$ cat src/rtl/afifo_wr_framer_pkg.sv
// Shared definitions for the async-FIFO write-side framer: FSM state
// encoding and the width of the completed-packet counter.
package afifo_wr_framer_pkg;

    localparam int PKT_CNT_W = 16;

    // IDLE: no packet open, BODY: packet open, TAIL: checksum word pending
    typedef enum logic [1:0] {
        IDLE = 2'd0,
        BODY = 2'd1,
        TAIL = 2'd2
    } fsm_state_e;

endpackage

$ cat src/rtl/afifo_wr_framer.sv
// Write-side packet framer for an async FIFO. Payload beats pass through a
// one-deep output register (latency 1) and each packet is closed by an
// XOR checksum word. pkt_cnt counts checksum words actually written.
module afifo_wr_framer
    import afifo_wr_framer_pkg::*;
#(
    parameter int WIDTH = 8
) (
    input  logic                 wclk,
    input  logic                 wrstn,
    input  logic                 in_valid,
    output logic                 in_ready,
    input  logic [WIDTH-1:0]     in_data,
    input  logic                 in_last,
    input  logic                 wfull,
    output logic                 winc,
    output logic [WIDTH-1:0]     wdata,
    output logic [PKT_CNT_W-1:0] pkt_cnt
);

    fsm_state_e           state_q,   state_d;
    logic [WIDTH-1:0]     csum_q,    csum_d;
    logic                 winc_q,    winc_d;
    logic [WIDTH-1:0]     wdata_q,   wdata_d;
    logic                 is_csum_q, is_csum_d;
    logic [PKT_CNT_W-1:0] pkt_cnt_q, pkt_cnt_d;

    logic out_free;
    logic accept;
    logic wr_done;

    // The output register may be reloaded when empty or draining this edge.
    assign out_free = !winc_q || !wfull;
    // Gated by wrstn so nothing is taken while the block is held in reset.
    assign in_ready = wrstn && (state_q != TAIL) && out_free;
    assign accept   = in_valid && in_ready;
    assign wr_done  = winc_q && !wfull;

    assign winc    = winc_q;
    assign wdata   = wdata_q;
    assign pkt_cnt = pkt_cnt_q;

    // Next-state logic: FSM, checksum accumulator, output register, counter.
    always_comb begin
        state_d   = state_q;
        csum_d    = csum_q;
        winc_d    = winc_q;
        wdata_d   = wdata_q;
        is_csum_d = is_csum_q;

        // Register drains this edge; a load below overrides the bubble.
        if (out_free) begin
            winc_d    = 1'b0;
            is_csum_d = 1'b0;
        end

        case (state_q)
            IDLE: begin
                if (accept) begin
                    csum_d    = in_data;
                    wdata_d   = in_data;
                    winc_d    = 1'b1;
                    is_csum_d = 1'b0;
                    state_d   = in_last ? TAIL : BODY;
                end
            end
            BODY: begin
                if (accept) begin
                    csum_d    = csum_q ^ in_data;
                    wdata_d   = in_data;
                    winc_d    = 1'b1;
                    is_csum_d = 1'b0;
                    if (in_last) begin
                        state_d = TAIL;
                    end
                end
            end
            TAIL: begin
                if (out_free) begin
                    wdata_d   = csum_q;
                    winc_d    = 1'b1;
                    is_csum_d = 1'b1;
                    state_d   = IDLE;
                end
            end
            default: begin
                state_d = IDLE;
            end
        endcase

        // Count a packet only when its checksum word is actually written;
        // the 16-bit add wraps silently.
        pkt_cnt_d = pkt_cnt_q + {{(PKT_CNT_W-1){1'b0}}, (wr_done && is_csum_q)};
    end

    // State registers with asynchronous active-low reset.
    always_ff @(posedge wclk or negedge wrstn) begin
        if (!wrstn) begin
            state_q   <= IDLE;
            csum_q    <= '0;
            winc_q    <= 1'b0;
            wdata_q   <= '0;
            is_csum_q <= 1'b0;
            pkt_cnt_q <= '0;
        end else begin
            state_q   <= state_d;
            csum_q    <= csum_d;
            winc_q    <= winc_d;
            wdata_q   <= wdata_d;
            is_csum_q <= is_csum_d;
            pkt_cnt_q <= pkt_cnt_d;
        end
    end

endmodule

$ cat config.mk
export PLATFORM = sky130hd
export DESIGN_NAME = afifo_wr_framer
export DESIGN_NICKNAME = d
export VERILOG_FILES = /design/src/rtl/afifo_wr_framer_pkg.sv /design/src/rtl/afifo_wr_framer.sv
export SDC_FILE = /design/constraint.sdc
export NUM_CORES = 1
export LEC_CHECK = 0
export CAP_MARGIN = 0
export CELL_PAD_IN_SITES_DETAIL_PLACEMENT = 0
export CELL_PAD_IN_SITES_GLOBAL_PLACEMENT = 1
export CORE_MARGIN = 5
export CORE_UTILIZATION = 34
export DETAILED_ROUTE_END_ITERATION = 8
export PLACE_DENSITY_LB_ADDON = 0.1
export SETUP_SLACK_MARGIN = 0.5
export SYNTH_ARGS = -nofsm -noshare
export SYNTH_HDL_FRONTEND = slang
export SYNTH_SLANG_ARGS = --single-unit
$ cat constraint.sdc
create_clock -name wclk -period 1.8 [get_ports wclk]
set_clock_uncertainty 0.05 [all_clocks]
set_input_delay 0.54 -clock wclk [delete_from_list [all_inputs] [get_ports wclk]]
set_output_delay 0.54 -clock wclk [all_outputs]
set_load 0.02 [all_outputs]
==> results by group <==
Outcome
  – Status: finished, final reports clean

Min path
  – Hold Crit Class: input port to asynchronous set/reset pin

Synthesis
  – Synth Instances: 148
  – Async SR Flop Fraction: 100.0%
  – Syn Area/Cell: 11.13 µm²
  – FF+latch count, synth: 36
  – Synth Net Count: 163
  – Synthesis warning total: 0
  – Post-Syn Area: 0.001647 mm²
  – Most used flip-flop cell after synthesis: dfrtp_1
  – Sequential share of the synthesized area: 54.71%
  – Number of flops mapped to enable cells by yosys: 0
  – Post-synthesis cell type count: 27

Detailed routing
  – Drt total wl: 4104 µm
  – DRT Pass-1 Iters: 4
  – Via count: 1,398
  – Antenna-violating nets left: 0
  – DRT iter0 DRCs: 30
  – Via density: 4.676
  – Drt wl/cell: 13.73 µm
  – DRC: 0

Global routing
  – Vias in the first global route: 1,403
  – Largest net degree at the start of global routing: 40
  – First-pass GRT wire length: 6306 µm
  – Antenna violations before repair: 0
  – Gr ovfl total: 0
  – GRT Overall Usage: 12.84%

Timing
  – Setup_tns: 0 ps
  – Hold Slack: 264.0 ps
  – Actual slew at the worst max-slew pin: 213.8 ps
  – FMAX: 0.5955 GHz
  – Post-route worst setup slack: 120.7 ps
  – Minimum clock period: 1679 ps
  – Final Setup Violations: 0
  – Slew headroom: 85.34%
  – Final Hold Fails: 0
  – RSZ-0062 raised after global routing: true
  – Final max-slew violation count: 0
  – Fin crit share: 93.29%

Final layout
  – Layout cells sized above 1: 50.86%
  – Leading cell type in the layout, fill and taps excluded: dfrtp_1
  – Number of diodes: 0
  – Most frequent cells in the layout: 36 x dfrtp_1, 33 x buf_6, 33 x buf_4
  – Area Growth Syn to Fin: 72.19%
  – Nets: 247

Setup path
  – Crit-path slowest cell: buf_2
  – Worst r2r path cells: 7
  – CP Cell Sequence: buf_2 > and3_4 > buf_4
  – RR Startpoint: winc$_DFF_PN0_
  – Type of origin of the critical path: input port
  – Critical Path End Type: primary output
  – Bufs and invs on worst path: 2
  – Crit Reg-Reg Endpoint: pkt_cnt[11]$_DFF_PN0_
  – CP max stage delay: 210 ps
  – Register-to-register setup slack: 160 ps
  – Worst EP required: 1210 ps
  – CP top delay family: buffers and inverters
  – Crit path arrival time: 1090 ps
  – CP Class: input port to primary output
  – Crit path max fanout: 4

Die
  – Die Wd: 79.59 µm
  – Starting Density: 34.86%
  – Total core area: 0.004723 mm²
  – FP Rows: 25
  – Chip Height: 79.59 µm
  – Die ar.: 0.006335 mm²
  – # IOs: 39

Placed design
  – GP Congestion: 0.7744
  – Pre-CTS WS: -615.1 ps
  – Port Buffers: 38
  – Post-DP HPWL: 2526 µm

Clocking
  – Root Buffer: clkbuf_8
  – Clock Pin Slew Worst Setup and Hold Paths: 70 ps
  – Worst-Skew Late Latency: 280 ps
  – CTS buffer count: 5
  – Clk sinks: 36
  – Hold buffers post-CTS: 0
  – Clock tree buffer depth: 2
  – TritonCTS clock tree: done
  – Htree depth: 2

Power and ir drop
  – Worst vdd ir: 515.2 µV
  – P_leak: 1.354 nW
  – Pwr dens: 889.5 mW/mm²

Job
  – MaxCap Viol Count: 0
worst max-delay path by stage:
stage                   start                    end  slack (ps)  cells after the start
2_1_floorplan           wfull   pkt_cnt[8]$_DFF_PN0_           2                      7
3_3_place_gp            wfull               in_ready        -590                      4
3_5_place_dp            wfull               in_ready        -620                      4
4_1_cts        winc$_DFF_PN0_               in_ready         100                      3
5_1_grt        winc$_DFF_PN0_  pkt_cnt[11]$_DFF_PN0_          90                      7
6_report                wrstn               in_ready         120                      3
report_power, final:
part | switching [mW] | internal, mW | leakage (nW)
clock network | 0.278 | 0.341 | 0.0503
logic | 0.376 | 0.436 | 0.853
registers | 0.132 | 0.959 | 0.450
worst reg2reg max path: cells and delay by family, from the launching register on:
kind          cells  cell delay, ps
xor+xnor          1             150
fa+ha+maj         1             180
buf+inv           1             120
flops             1             390
simple gates      4             660
repair_timing:
action | CTS | global route
resized for setup | 170 | 26
pin swaps | 8 | 23
cloned | 0 | 3
setup buffers | 23 | 5
endpoints found under the setup margin | 60 | 59
state kept, by name, summed over array words and instances (netlist names):
signal,cells
pkt_cnt,16
csum_q,8
wdata,8
state_q,2
is_csum_q,1
winc,1
synth_stat cells (all sizes together) (2+ instances only):
cell type  count  area (µm²)
nand3         18       90.09
and3          10       72.57
xor2           5       51.30
o21ai          9       45.04
xnor2          9       78.83
dfrtp         36       900.9
mux2i          8       80.08
nand2          2       7.510
a21oi         25       136.4
ha             2       25.02
buf            5       32.53
nor2           9       41.29
per-layer routing:
metal / track usage (%) / vias to the layer above / part of all wire (%) / wire length (µm)
li1: - / 691 / - / -
met1: 15.28 / 676 / 41 / 1683
met2: 21.45 / 26 / 54 / 2202
met3: 3.612 / 5 / 4.0 / 164
met4: 5.670 / 0 / 1.3 / 55
met5: 0 / - / 0 / 0
layout make-up:
| type | count | area, µm² |
|---|---|---|
| multi-input cells | 105 | 888.4 |
| flip-flops and latches | 36 | 900.9 |
| inverters | 1 | 3.754 |
| clock buffers | 7 | 96.34 |
| fillers | 392 | 1888 |
| repair buffers | 83 | 862.1 |
| well taps | 67 | 83.83 |
per-stage QoR:
step	cell area [µm²]	instances	total power, mW	utilization [%]
3_5_place_dp	2262	261	1.744	47.89
3_3_place_gp	2262	261	1.722	47.89
5_1_grt	2835	299	2.666	60.03
4_1_cts	2603	291	2.454	55.10
2_1_floorplan	1729	148	1.418	-
6_report	2835	299	2.522	60.03
cell families after synthesis:
logic type / count (synthesis) / share of synthesized area [%]
and+or+nand+nor: 45 / 16.64
AOI/OAI and AO/OA: 36 / 11.93
DFF: 36 / 54.71
xor gates and xnor gates: 14 / 7.903
muxes: 8 / 4.863
buffers and inverters: 7 / 2.431
adders and majority gates: 2 / 1.520
(Power assumes the default switching activity.)
